### src/rtl/fifo_pkg.sv
// Shared types and constants for the read-side FIFO drain controller.
// Latency: n/a (declarations only).
// Backpressure: n/a (declarations only).
package fifo_pkg;

    // Drain controller phases: idle, issuing reads, waiting for the tail to leave
    typedef enum logic [1:0] {
        IDLE  = 2'd0,
        DRAIN = 2'd1,
        FLUSH = 2'd2
    } drain_state_t;

    // Words the output buffer can hold; reads in flight count against this too
    localparam int DRAIN_SKID_DEPTH = 2;

endpackage

### src/rtl/drain_skid_buf.sv
// Two-entry registered buffer between the FIFO read port and the downstream stream.
// Latency: a word pushed in cycle N is presented on out_valid in cycle N+1.
// Backpressure: holds up to two words while out_ready=0; the writer must respect occupancy.
module drain_skid_buf #(
    parameter int WIDTH = 4
) (
    input  logic             clk,
    input  logic             rst,
    input  logic             in_valid,
    input  logic [WIDTH-1:0] in_data,
    output logic             out_valid,
    output logic [WIDTH-1:0] out_data,
    input  logic             out_ready,
    output logic [1:0]       occupancy
);

    logic [WIDTH-1:0] r_data0;   // head word, drives out_data
    logic [WIDTH-1:0] r_data1;   // second word, only meaningful when r_occ==2
    logic [1:0]       r_occ;
    logic             w_pop;

    assign w_pop     = (r_occ != 2'd0) && out_ready;
    assign out_valid = (r_occ != 2'd0);
    assign out_data  = r_data0;
    assign occupancy = r_occ;

    // Push/pop bookkeeping; head stays put while the consumer stalls
    always_ff @(posedge clk or posedge rst) begin
        if (rst) begin
            r_data0 <= '0;
            r_data1 <= '0;
            r_occ   <= 2'd0;
        end else begin
            case (r_occ)
                2'd0: begin
                    if (in_valid) begin
                        r_data0 <= in_data;
                        r_occ   <= 2'd1;
                    end
                end
                2'd1: begin
                    if (in_valid && w_pop) begin
                        r_data0 <= in_data;
                    end else if (w_pop) begin
                        r_occ   <= 2'd0;
                    end else if (in_valid) begin
                        r_data1 <= in_data;
                        r_occ   <= 2'd2;
                    end
                end
                default: begin
                    if (w_pop) begin
                        r_data0 <= r_data1;
                        if (in_valid) begin
                            r_data1 <= in_data;
                        end else begin
                            r_occ   <= 2'd1;
                        end
                    end
                end
            endcase
        end
    end

endmodule

### src/rtl/fifo_read_drain.sv
// Read-domain burst drain of an async FIFO into a valid/ready stream (optional FIFO_SEQ_CHECK_EN sequence checker).
// Latency: rd_en in cycle N, rd_data captured at end of N+1, out_valid from N+2; back-to-back reads at full rate.
// Backpressure: reads pause once buffered + in-flight words reach 2; no word is dropped or repeated.
module fifo_read_drain
    import fifo_pkg::*;
#(
    parameter  int WIDTH     = 4,
    parameter  int BURST_LEN = 8,
    localparam int CNT_W     = $clog2(BURST_LEN + 1)
) (
    input  logic             rclk,
    input  logic             reset,
    input  logic             empty,
    output logic             rd_en,
    input  logic [WIDTH-1:0] rd_data,
    input  logic             start,
    input  logic             stop,
    output logic             out_valid,
    output logic [WIDTH-1:0] out_data,
    input  logic             out_ready,
    output logic             busy,
    output logic             done,
    output logic [CNT_W-1:0] rd_count
`ifdef FIFO_SEQ_CHECK_EN
    ,
    output logic             seq_err
`endif
);

    drain_state_t     r_state;
    drain_state_t     w_state_nxt;
    logic             r_in_flight;   // rd_data of the previous cycle's rd_en is valid now
    logic [CNT_W-1:0] r_rd_count;
    logic             r_done;
    logic             w_finish;

    logic             w_skid_vld;
    logic [WIDTH-1:0] w_skid_dat;
    logic [1:0]       w_occ;
    logic             w_pop;
    logic [1:0]       w_occ_eff;
    logic [1:0]       w_load;
    logic             w_room;
    logic             w_below;
    logic             w_rd_en;

    drain_skid_buf #(
        .WIDTH (WIDTH)
    ) u_skid (
        .clk       (rclk),
        .rst       (reset),
        .in_valid  (r_in_flight),
        .in_data   (rd_data),
        .out_valid (w_skid_vld),
        .out_data  (w_skid_dat),
        .out_ready (out_ready),
        .occupancy (w_occ)
    );

    // A word leaving this cycle frees its slot now, which keeps reads back-to-back
    // when the consumer is always ready.
    assign w_pop     = w_skid_vld && out_ready;
    assign w_occ_eff = w_occ - {1'b0, w_pop};
    assign w_load    = w_occ_eff + {1'b0, r_in_flight};
    assign w_room    = (w_load < 2'(DRAIN_SKID_DEPTH));
    assign w_below   = (r_rd_count < CNT_W'(BURST_LEN));
    // A stop pulse also blocks the read in its own cycle so nothing follows it.
    assign w_rd_en   = (r_state == DRAIN) && !empty && w_below && w_room && !stop;

    assign rd_en     = w_rd_en;
    assign out_valid = w_skid_vld;
    assign out_data  = w_skid_dat;
    assign busy      = (r_state != IDLE);
    assign done      = r_done;
    assign rd_count  = r_rd_count;

    // Next-state: start/stop handling and completion once the tail has left
    always_comb begin
        w_state_nxt = r_state;
        w_finish    = 1'b0;
        case (r_state)
            IDLE: begin
                if (start) begin
                    w_state_nxt = stop ? FLUSH : DRAIN;
                end
            end
            DRAIN: begin
                if (stop || (r_rd_count == CNT_W'(BURST_LEN))) begin
                    w_state_nxt = FLUSH;
                end
            end
            FLUSH: begin
                if (!r_in_flight && (w_occ_eff == 2'd0)) begin
                    w_state_nxt = IDLE;
                    w_finish    = 1'b1;
                end
            end
            default: begin
                w_state_nxt = IDLE;
            end
        endcase
    end

    // State register, in-flight flag, burst counter and done pulse
    always_ff @(posedge rclk or posedge reset) begin
        if (reset) begin
            r_state     <= IDLE;
            r_in_flight <= 1'b0;
            r_rd_count  <= '0;
            r_done      <= 1'b0;
        end else begin
            r_state     <= w_state_nxt;
            r_in_flight <= w_rd_en;
            r_done      <= w_finish;
            if ((r_state == IDLE) && start) begin
                r_rd_count <= '0;
            end else if (w_rd_en && w_below) begin
                r_rd_count <= r_rd_count + CNT_W'(1);
            end
        end
    end

`ifdef FIFO_SEQ_CHECK_EN
    logic [WIDTH-1:0] r_seq_exp;
    logic             r_seq_err;

    assign seq_err = r_seq_err;

    // Captured words must count up from zero within each burst; error is sticky
    always_ff @(posedge rclk or posedge reset) begin
        if (reset) begin
            r_seq_exp <= '0;
            r_seq_err <= 1'b0;
        end else if ((r_state == IDLE) && start) begin
            r_seq_exp <= '0;
            r_seq_err <= 1'b0;
        end else if (r_in_flight) begin
            if (rd_data != r_seq_exp) begin
                r_seq_err <= 1'b1;
            end
            r_seq_exp <= r_seq_exp + WIDTH'(1);
        end
    end
`endif

endmodule

### config.mk
export PLATFORM = sky130hd
export DESIGN_NAME = fifo_read_drain
export DESIGN_NICKNAME = d
export VERILOG_FILES = /design/src/rtl/fifo_pkg.sv /design/src/rtl/drain_skid_buf.sv /design/src/rtl/fifo_read_drain.sv
export SDC_FILE = /design/constraint.sdc
export NUM_CORES = 1
export LEC_CHECK = 0
export CORE_ASPECT_RATIO = 0.75
export CORE_MARGIN = 2
export CORE_UTILIZATION = 40
export DETAILED_ROUTE_END_ITERATION = 8
export PLACE_DENSITY = 0.73
export SLEW_MARGIN = 20
export SYNTH_ARGS = -nofsm -noshare
export SYNTH_HDL_FRONTEND = slang
export SYNTH_SLANG_ARGS = --single-unit
### constraint.sdc
create_clock -name rclk -period 2.4 [get_ports rclk]
set_input_delay 0.24 -clock rclk [delete_from_list [all_inputs] [get_ports rclk]]
set_output_delay 0.24 -clock rclk [all_outputs]
set_load 0.02 [all_outputs]
Yosys cells after proc, flatten, opt, wreduce, memory -nomap -nowiden --
Cells that the tools add are included. W data, S select, Z words.
Word-level totals: logic and storage cells 76, output and inout port bits 12, flip-flop bits (word level) 18
Cells by class: magnitude comparators 2, reduce and logical (&&, ||, !) cells 25, multiplexer cells 25, bitwise gates (word level) 1, $add $sub $neg 3, eq/ne operators 13
Operators by type and width (count):
- $mux W4 | 9
- $mux W2 | 10
- $pmux W4 S2 | 2
- $ne A2 B2 Y1 const B | 5
- $logic_and A1 B1 Y1 | 9
- $reduce_bool A2 Y1 | 4
- $logic_not A2 Y1 | 3
- $pmux W2 S3 | 1
- $reduce_and A3 Y1 | 2
- $reduce_and A5 Y1 | 1
- $add A4 B1 Y4 const B | 1
- $eq A2 B1 Y1 const B | 2
- $eq A4 B4 Y1 const B | 1
- $lt A4 B4 Y1 const B | 1
- $ne A2 B1 Y1 const B | 2
- $pmux W2 S2 | 1
- $reduce_and A4 Y1 | 1
- $logic_not A1 Y1 | 3
- $ne A3 B1 Y1 const B | 1
- $ne A3 B2 Y1 const B | 1
- $reduce_bool A3 Y1 | 1
- $add A2 B1 Y2 | 1
- $eq A2 B2 Y1 const B | 1
- $lt A2 B2 Y1 const B | 1
- other kinds (4) | 5

Depth between registers and ports, before layout --
Gate-level depths: netlist (run 1).
word-level depth 10, depth in mapped cells 10

Cells and area by module --
From an unflattened synthesis (run 1), not the netlist that was laid out.
Unflattened totals: cells, all modules 93, area, all modules 1056.0 um^2
By module, submodules not included:
- drain_skid_buf | cells each 44, instances 1, area an instance 578.1 um^2
- fifo_read_drain | cells each 49, instances 1, area an instance 478.0 um^2

Worst setup path after synthesis (run 1) --
Ideal clock, no wire load.
kind register to register, start point register u_skid.r_occ[1] (netlist: u_skid.occupancy[1]), end point register r_rd_count[0] (netlist: rd_count[0]), slack 0.091 ns, cell stages (with the launch flop) 11, arrival 2.229 ns, path through dfrtp_1 -> buf_6 -> nor2_1 -> inv_1 -> nand2_1 -> inv_1 -> ha_1 -> and2b_1 -> xnor2_1 -> nor2_1 -> mux2i_1
On the way: word-level cells in the longest chain between the ends 9
RTL lines:
- from (decl) | line drain_skid_buf.sv:19 | logic [1:0] r_occ;
- from (signal assigned) | line drain_skid_buf.sv:32 | r_occ <= 2'd0;
- from (signal assigned) | line drain_skid_buf.sv:38 | r_occ <= 2'd1;
- from (signal assigned) | line drain_skid_buf.sv:45 | r_occ <= 2'd0;
- $reduce_bool A2 Y1 | line drain_skid_buf.sv:23 | assign out_valid = (r_occ != 2'd0);
- via out_valid | line fifo_read_drain.sv:18 | output logic out_valid,
- $logic_and A1 B1 Y1 | line fifo_read_drain.sv:62 | assign w_pop = w_skid_vld && out_ready;
- $sub A2 B1 Y2 | line fifo_read_drain.sv:63 | assign w_occ_eff = w_occ - {1'b0, w_pop};
- $add A2 B1 Y2 | line fifo_read_drain.sv:64 | assign w_load = w_occ_eff + {1'b0, r_in_flight};
- $lt A2 B2 Y1 | line fifo_read_drain.sv:65 | assign w_room = (w_load < 2'(DRAIN_SKID_DEPTH));
- $logic_and A1 B1 Y1 (2 in a row) | line fifo_read_drain.sv:68 | assign w_rd_en = (r_state == DRAIN) && !empty && w_below && w_room && !stop;
- via rd_en | line fifo_read_drain.sv:14 | output logic rd_en,
- $logic_and A1 B1 Y1 | line fifo_read_drain.sv:117 | end else if (w_rd_en && w_below) begin
- $reduce_bool A2 Y1 (no line)
- to (signal assigned) | line fifo_read_drain.sv:118 | r_rd_count <= r_rd_count + CNT_W'(1);
- to (decl) | line fifo_read_drain.sv:33 | logic [CNT_W-1:0] r_rd_count;
The timed path passes the listed nets, and every way through them passes these cells. A chain may end at the register's enable or synchronous reset.

Final worst setup path (run 1) --
start point register u_skid.r_occ[0] (netlist: u_skid.occupancy[0]), end point output rd_en
On the way: word-level cells in the longest chain between the ends 7
RTL lines (line):
- $reduce_bool A2 Y1 | drain_skid_buf.sv:23
- $logic_and A1 B1 Y1 | fifo_read_drain.sv:62
- $sub A2 B1 Y2 * | fifo_read_drain.sv:63
- $add A2 B1 Y2 * | fifo_read_drain.sv:64
- $lt A2 B2 Y1 * | fifo_read_drain.sv:65
- $logic_and A1 B1 Y1 * (2 in a row) | fifo_read_drain.sv:68
- to (decl) | fifo_read_drain.sv:14
Every way passes the cells marked *; elsewhere a longest branch is shown, timed or not.

==> results of run 1 <==
layer usage:
| layer | up-vias | GRT usage, % | wire [um] |
|---|---|---|---|
| li1 | 373 | - | - |
| met1 | 351 | 19.55 | 835 |
| met2 | 18 | 25.22 | 926 |
| met3 | 2 | 5.056 | 71 |
| met4 | 0 | 6.087 | 14 |
| met5 | - | 0 | 0 |
kinds of logic (layout without fill, tap and decap cells):
family	count (synthesis)	in the layout	share of synthesized area, %
and+or+nand+nor	30	30	15.93
DFF	18	18	47.00
AOI/OAI and AO/OA	17	17	10.31
muxes	11	11	13.58
buffers and inverters	11	39	5.221
adders and majority gates	4	4	5.222
xor gates and xnor gates	3	3	2.742
state kept, by name, summed over array words and instances (netlist names):
name,cells
done,1
u_skid.occupancy,2
r_state,2
u_skid.r_data1,4
rd_count,4
u_skid.out_data,4
r_in_flight,1
synth_stat cells:
cell type / instances / area [um2]
inv_1: 9 / 33.78
buf_2: 1 / 5.000
o21ai_0: 9 / 45.04
nor3b_1: 2 / 15.01
dfrtp_1: 18 / 450.4
mux2_4: 4 / 60.06
ha_1: 4 / 50.05
and3b_1: 2 / 17.52
and2b_1: 2 / 15.01
a21o_1: 1 / 7.510
a22oi_1: 1 / 7.510
o22ai_1: 1 / 6.260
a21oi_2: 1 / 8.760
and3_1: 1 / 6.260
nand2b_1: 2 / 12.51
mux2i_1: 7 / 70.07
a21oi_1: 3 / 15.01
or3b_4: 1 / 11.26
buf_6: 1 / 11.26
a22o_1: 1 / 8.760
nor2_1: 6 / 22.52
xnor2_1: 3 / 26.28
nand2_1: 14 / 52.55
cells in the final DEF (no fill, tap or decap):
cell type	instances
ha_1	4
nand2b_1	2
clkbuf_8	1
a22oi_1	1
xnor2_1	3
mux2_4	4
clkdlybuf4s50_1	20
o21ai_0	9
nor3b_1	2
dfrtp_1	18
a21o_1	1
nand2_1	14
nor2_1	6
inv_1	9
a21oi_1	3
a22o_1	1
or3b_4	1
and3b_1	2
clkbuf_2	1
and3_1	1
a21oi_2	1
and2b_1	2
clkbuf_4	3
mux2i_1	7
buf_4	5
o22ai_1	1
area by class of cell:
| type | instances | area share, % |
|---|---|---|
| Sequential cell | 18 | 35.64 |
| Multi-Input combinational cell | 65 | 36.24 |
| Inverter | 9 | 2.673 |
| Tap cell | 34 | 3.366 |
| Clock buffer | 4 | 2.871 |
| Timing Repair Buffer | 26 | 19.21 |
power by group:
group          switching [uW]  internal [uW]  total [uW]
clock                    96.3           92.4         189
combinational             220            208         428
sequential               51.3            369         420
total                     368            670        1040
critical path: cells and delay by family, from the launching register on:
kind / cells / cell delay, ns
xor gates and xnor gates: 1 / 0.13
adders and majority gates: 1 / 0.27
buffers and inverters: 3 / 0.32
DFF: 1 / 0.40
and+or+nand+nor: 4 / 0.58
path summary, 6_finish.rpt:
| check | startpoint | end | slack [ns] | cells past startpoint |
|---|---|---|---|---|
| min reg2reg | u_skid.out_data[1] | u_skid.out_data[1] | 0.50 | 2 |
| min | reset | rd_count[3] | 0.34 | 2 |
| max reg2reg | u_skid.occupancy[1] | u_skid.r_data1[2] | 0.45 | 5 |
| min in group rclk | u_skid.out_data[1] | u_skid.out_data[1] | 0.50 | 2 |
| max in group asynchronous | reset | u_skid.r_data1[0] | 1.61 | 2 |
| max | u_skid.occupancy[0] | rd_en | 0.18 | 9 |
timing repair:
item / 4_1_cts / 5_1_grt
gates cloned: 0 / 0
gates resized for setup: 1 / 2
setup endpoints to repair: 1 / 1
per-stage QoR:
stage / cell area (um2) / utilization (%) / power, uW
4_1_cts: 1267 / 55.36 / 1050
3_3_place_gp: 1232 / 53.83 / 842.7
5_1_grt: 1264 / 55.19 / 1109
6_report: 1264 / 55.19 / 1037
2_1_floorplan: 958.4 / - / 658.6
3_5_place_dp: 1232 / 53.83 / 856.2
==> impl_metrics.env, run 1 <==
export IMPL_grt_max_degree=19
export IMPL_die_w_um=60.52
export IMPL_ant_nets=0
export IMPL_crit_type="reg2out"
export IMPL_vias=744
export IMPL_hp_class="in2async"
export IMPL_setup_slack_ns=0.1782
export IMPL_grt_ovfl_total=0
export IMPL_rows=15
export IMPL_place_congestion=0.7140
export IMPL_multiInputGateArea_um2=457.9
export IMPL_yosysWarningCount=0
export IMPL_drt_total_wl_um=1849
export IMPL_drcViolationCount=0
export IMPL_synth_cell_types=23
export IMPL_vias_per_cell=4.769
export IMPL_portBuffers=21
export IMPL_clock_path_buffers=2
export IMPL_ys_seq_elements=18
export IMPL_setup_violations=0
export IMPL_critical_path_max_stage_delay_ns=0.40
export IMPL_antenna_cells=0
export IMPL_grt_pass1_vias=702
export IMPL_firstDrtPassIters=4
export IMPL_leakage_uw=0.0006038
export IMPL_hold_slack_ns=0.3399
export IMPL_ff_latch_area_um2=450.4
export IMPL_ir_worst_vdd_mv=0.4954
export IMPL_core_area_mm2=0.002290
export IMPL_cp_data_arrival_time_ns=1.98
export IMPL_ctsHoldBuffers=0
export IMPL_fin_cells=156
export IMPL_crit_required_ns=2.16
export IMPL_pwr_density_cell_mw_per_mm2=820.9
export IMPL_synth_fp_nets=108
export IMPL_critPathLaunchType="flip-flop"
export IMPL_insertion_delay_ns=0.29
export IMPL_fmax_mhz=450.1
export IMPL_worstPathCellList="nor2_1 > inv_1 > nand2_1 > inv_1 > ha_1 > and2b_1 > xnor2_1 > nor2_1 > clkbuf_2"
export IMPL_dp_slack_ns=-0.01120
export IMPL_cp_max_fo=2
export IMPL_die_h_um=46.39
export IMPL_syn_avg_cell_area_um2=10.20
export IMPL_relSlewSlack_pct=53.40
export IMPL_nFillCells=216
export IMPL_fin_nets=137
export IMPL_ioPinCount=22
export IMPL_area_growth_pct=31.85
export IMPL_drive_gt1_share_pct=13.11
export IMPL_period_share_pct=92.58
export IMPL_end_kind="output port"
export IMPL_rsz0062_at_grt="no"
export IMPL_cap_viol_max_count=0
export IMPL_run_status="finished clean"
export IMPL_hold_viol=0
export IMPL_netlist_area_um2=958.4
export IMPL_finalSetupTns_ns=0
export IMPL_crit_slowest_cell="dfrtp_1"
export IMPL_clkSinkCount=18
export IMPL_worst_slew_pin_slew_ns=0.6983
export IMPL_post_drt_wl_per_cell_um=11.85
export IMPL_synthCells=94
export IMPL_fin_skew_ns=0.01048
export IMPL_initial_core_util_pct=41.86
export IMPL_hpwlAfterDp_um=1427
export IMPL_grt_total_usage_pct=15.59
export IMPL_drt_iter0_markers=17
export IMPL_cts_max_level=1
export IMPL_period_needed_ns=2.222
export IMPL_placedCellCount=152
export IMPL_yosysSeqAreaShare_pct=47.00
export IMPL_cts_buffers=3
export IMPL_slew_viol_final=0
export IMPL_antenna_found_initial=0
export IMPL_dieArea_mm2=0.002808
export IMPL_cts_tree="done"
export IMPL_grt_pass1_wl_um=3146
export IMPL_cts_root_buf="clkbuf_4"
export IMPL_cts_clk_slew_worst_paths_ns=0.11
export IMPL_cts_setup_buffers=0
(Power assumes the default switching activity.)
==> run 2, diff against run 1 <==
==> constraint.sdc (replaced) <==
create_clock -name rclk -period 2.6 [get_ports rclk]
set_input_delay 0.26 -clock rclk [delete_from_list [all_inputs] [get_ports rclk]]
set_output_delay 0.26 -clock rclk [all_outputs]
set_load 0.02 [all_outputs]
==> run 2 against run 1 <==
Effect of this change:
- sequential share of layout area is 0.11 points lower
- flip-flop and latch count stayed put
- combinational power is 9.1% lower
- clock skew is 0.010 ns lower
- core utilization is 0.16 points higher
- sequential power is 6.9% lower
- die area stayed put
- design area is 0.30% higher
- critical path type unchanged
- critical endpoint unchanged
==> impl_metrics.env, run 2 (synthesized netlist as in run 1, its figures left out) <==
export IMPL_run_status="finished clean"
export IMPL_cts_max_level=1
export IMPL_clkSinkCount=18
export IMPL_drt_total_wl_um=1763
export IMPL_period_share_pct=92.29
export IMPL_cts_root_buf="clkbuf_4"
export IMPL_ir_worst_vdd_mv=0.3476
export IMPL_antenna_cells=0
export IMPL_portBuffers=21
export IMPL_pwr_density_cell_mw_per_mm2=753.0
export IMPL_critical_path_reg2reg_endpoint="rd_count[3]"
export IMPL_crit_cells=9
export IMPL_ioPinCount=22
export IMPL_leakage_uw=0.0006072
export IMPL_antenna_found_initial=0
export IMPL_insertion_delay_ns=0.29
export IMPL_slew_viol_final=0
export IMPL_hpwlAfterDp_um=1338
export IMPL_r2r_cells=10
export IMPL_final_common_cell="clkdlybuf4s50_1"
export IMPL_cts_clk_slew_worst_paths_ns=0.10
export IMPL_die_w_um=60.52
export IMPL_dieArea_mm2=0.002808
export IMPL_cap_viol_max_count=0
export IMPL_area_growth_pct=32.25
export IMPL_core_area_mm2=0.002290
export IMPL_crit_path_end="rd_en"
export IMPL_fin_nets=137
export IMPL_crit_type="reg2out"
export IMPL_cp_num_buf_inv=3
export IMPL_grt_max_degree=19
export IMPL_critPathTopFamily="simple AND/OR/NAND/NOR gates"
export IMPL_critPathLaunchType="flip-flop"
export IMPL_firstDrtPassIters=4
export IMPL_vias=749
export IMPL_power_uw=954.5
export IMPL_critical_path_max_stage_delay_ns=0.40
export IMPL_hp_class="in2async"
export IMPL_grt_pass1_wl_um=2987
export IMPL_drcViolationCount=0
export IMPL_fmax_mhz=416.7
export IMPL_cts_tree="done"
export IMPL_crit_required_ns=2.34
export IMPL_end_kind="output port"
export IMPL_rsz0062_at_grt="no"
export IMPL_vias_per_cell=4.801
export IMPL_grt_pass1_vias=664
export IMPL_worst_slew_pin_slew_ns=0.6814
export IMPL_drt_iter0_markers=6
export IMPL_crit_path_start="u_skid.occupancy[0]"
export IMPL_grt_ovfl_total=0
export IMPL_die_h_um=46.39
export IMPL_cp_max_fo=2
export IMPL_r2r_start="u_skid.occupancy[0]"
export IMPL_cts_setup_buffers=0
export IMPL_clock_path_buffers=2
export IMPL_fin_skew_ns=0.0003974
export IMPL_place_congestion=0.7148
export IMPL_grt_total_usage_pct=14.59
export IMPL_ant_nets=0
export IMPL_relSlewSlack_pct=54.52
export IMPL_cp_data_arrival_time_ns=2.14
export IMPL_finalSetupTns_ns=0
export IMPL_r2r_setup_slack_ns=0.69
export IMPL_final_cell_mix="clkdlybuf4s50_1, dfrtp_1, nand2_1"
export IMPL_drive_gt1_share_pct=12.30
export IMPL_worstPathCellList="nor2_1 > inv_1 > nand2_1 > inv_1 > ha_1 > and2b_1 > xnor2_1 > nor2_1 > dlygate4sd2_1"
export IMPL_period_needed_ns=2.400
export IMPL_cts_buffers=3
export IMPL_setup_violations=0
export IMPL_rows=15
export IMPL_hold_viol=0
export IMPL_post_drt_wl_per_cell_um=11.30
export IMPL_crit_slowest_cell="dfrtp_1"
export IMPL_initial_core_util_pct=41.86
## run 2: cell types whose count changed in the layout (fill, tap and decap cells not counted), sizes merged
| cell | previous run | this run |
|---|---|---|
| clkbuf | 5 | 4 |
| dlygate4sd2 | 0 | 1 |
## run 2: report_power, final
part / internal, uW / switching [uW]
Combinational: 192 / 198
Clock: 85.3 / 89.2
Sequential: 341 / 50.0
Total: 618 / 337
## run 2: stage by stage
step	setup slack [ns]	cells	instance area (um2)	hold WS, ns	util, %
after floorplan	0.2907	94	958.4	0.1986	-
after global placement	0.1403	152	1232	0.4661	53.83
after detailed placement	0.1507	152	1232	0.4737	53.83
after CTS	0.1684	156	1267	0.3958	55.36
after global routing	0.04649	156	1267	0.3983	55.36
final	0.2005	156	1267	0.3622	55.36
## run 2: cell type report
cell class,instances,area (um2)
Clock buffer,4,36.28
Fill cell,217,1022
Inverter,9,33.78
Multi-Input combinational cell,65,457.9
Sequential cell,18,450.4
Tap cell,34,42.54
Timing Repair Buffer,26,246.5
## run 2: how the worst min path moves through the flow
stage                                   from                 end
final                                  reset         rd_count[1]
after global routing                   reset         rd_count[1]
after CTS                              reset         rd_count[1]
after detailed placement  u_skid.out_data[1]  u_skid.out_data[1]
after global placement    u_skid.out_data[3]  u_skid.out_data[3]
after floorplan                        reset                done
## run 2: repair_timing
| item | 4_1_cts | 5_1_grt |
|---|---|---|
| hold buffers | 0 | 0 |
| gates resized for setup | 1 | 0 |
| endpoints found under the setup margin | 1 | 0 |
| hold endpoints to repair | 0 | 0 |
## run 2: worst register-to-register path: cells and delay by family, from the launching register on
kind                       cells  cell delay (ns)
and+or+nand+nor                4             0.50
buffers and inverters          3             0.29
xor gates and xnor gates       1             0.18
AOI/OAI and AO/OA              1             0.18
DFF                            1             0.40
adders and majority gates      1             0.27
## run 2: per-layer routing
layer  vias to the layer above  wire [um]  global-route usage (%)
li1                        370          -                       -
met1                       354        828                   19.44
met2                        21        832                   24.13
met3                         4         84                   5.056
met4                         0         17                   1.304
met5                         -          0                       0
==> RTL edit (settings of run 1) <==
Put one more register stage on the output `rd_count`, with the module's reset. The value now appears one clock later. The other outputs are not delayed to match.
--- a/src/rtl/fifo_read_drain.sv
+++ b/src/rtl/fifo_read_drain.sv
@@ -72,7 +72,13 @@
     assign out_data  = w_skid_dat;
     assign busy      = (r_state != IDLE);
     assign done      = r_done;
-    assign rd_count  = r_rd_count;
+    always_ff @(posedge rclk or posedge reset) begin
+        if (reset) begin
+            rd_count <= '0;
+        end else begin
+            rd_count <= r_rd_count;
+        end
+    end
 
     // Next-state: start/stop handling and completion once the tail has left
     always_comb begin
Check against the original RTL: not equivalent (a bounded check fails within 4 cycles, from zero or initial values and one cycle with reset high).
==> RTL edit against run 1 <==
Area after synthesis up 11%. Final cell count grew 4.5%. Sequential cell count is 4 higher. Die area increased by 10%. Wire length increased by 13%. Setup slack worse by 72 ps. Power increased by 59%. First-iteration DRC count is 18% higher. Final area rose by 14%. Sequential power is 35% higher. Critical path type unchanged. Largest cell class is now sequential cells.
==> RTL edit: results (changes against run 1) <==
status: "finished, final reports clean"  # unchanged
layout.nets: 142  # was 137
num-nonclk-buffers: 30  # was 26
seq_share: 0.382  # was 0.356
drive_above_1_share: 0.228  # was 0.131
synth_nets: 109  # was 108
synthTopCellsByCount: "dfrtp_1, inv_1, nor2_1"  # was dfrtp_1, nand2_1, inv_1, o21ai_0, mux2i_1
r2r_slack_ps: 180  # was 450 ps
synth_area_per_cell_um2: 11.2  # was 10.2 um^2
wirelength_um: 2090  # was 1850 um
reg2reg_to: "r_rd_count[2]"  # was u_skid.r_data1[2]
grt_max_degree: 23  # was 19
arrival_ps: 2050  # was 1980 ps
tightest_slew_ps: 800  # was 698 ps
hold_ws_ps: 359  # was 340 ps
final_cell_area_um2: 1440  # was 1260 um^2
synth_fa_ha_area_frac: 0.0470  # was 0.0522
via_per_inst: 4.83  # was 4.77
grt.total_usage: 0.152  # was 0.156
place_inst: 158  # was 152
vdd_drop_max_mv: 0.516  # was 0.495 mV
clkCellAreaFrac: 0.0364  # was 0.0287
gp_congestion: 0.721  # was 0.714
rr_worst_depth: 10  # was 5
taps: 36  # was 34
synthMuxAreaShare: 0.122  # was 0.136
grt_pass1_vias: 786  # was 702
multi_input_cells: 62  # was 65
num-fill-cells: 229  # was 216
grt_pass1_wl_um: 3670  # was 3150 um
p_leak_nw: 0.674  # was 0.604 nW
-- RTL edit: changes by cell type in the layout (fill, tap and decap cells not counted), moves of 2 or more --
cell	before	now
nand2_1	14	6
o21ai_0	9	2
a21oi_1	3	7
buf_4	5	9
dfrtp_1	18	22
nor3_1	0	3
xnor2_1	3	0
and3b_1	2	0
nor2_1	6	8
-- RTL edit: what timing repair did --
| action | in CTS | in global routing |
|---|---|---|
| setup buffers | 0 | 1 |
| resized for setup | 5 | 4 |
| gates cloned | 0 | 0 |
| endpoints found under the setup margin | 1 | 1 |
| pin swaps | 0 | 2 |
-- RTL edit: critical path, delay by kind of cell, from the launching register on --
kind,cells,cell delay [ps]
simple gates,4,720
flops,1,400
buf+inv,2,170
fa+ha+maj,1,290
xor+xnor,1,160
-- RTL edit: power by group through the flow --
stage	clock [W]	combinational, W	sequential [W]
after global routing	0.000301	0.000886	0.000582
after floorplan	0	0.000373	0.000626
final	0.000283	0.000806	0.000565
after CTS	0.000286	0.000775	0.000563
after detailed placement	0	0.000765	0.000571
after global placement	0	0.000738	0.000564
-- RTL edit: cells by family (layout without fill, tap and decap cells) --
group | count (synthesis) | in the layout
DFF | 22 | 22
muxes | 11 | 11
xor gates and xnor gates | 2 | 2
buffers and inverters | 11 | 43
AOI/OAI and AO/OA | 16 | 16
and+or+nand+nor | 29 | 29
adders and majority gates | 4 | 4
-- RTL edit: layer usage --
layer  share of wire  global-route usage
met5               0                   0
met4          0.0086              0.0326
met1            0.48               0.204
met2            0.49               0.246
met3           0.028              0.0419
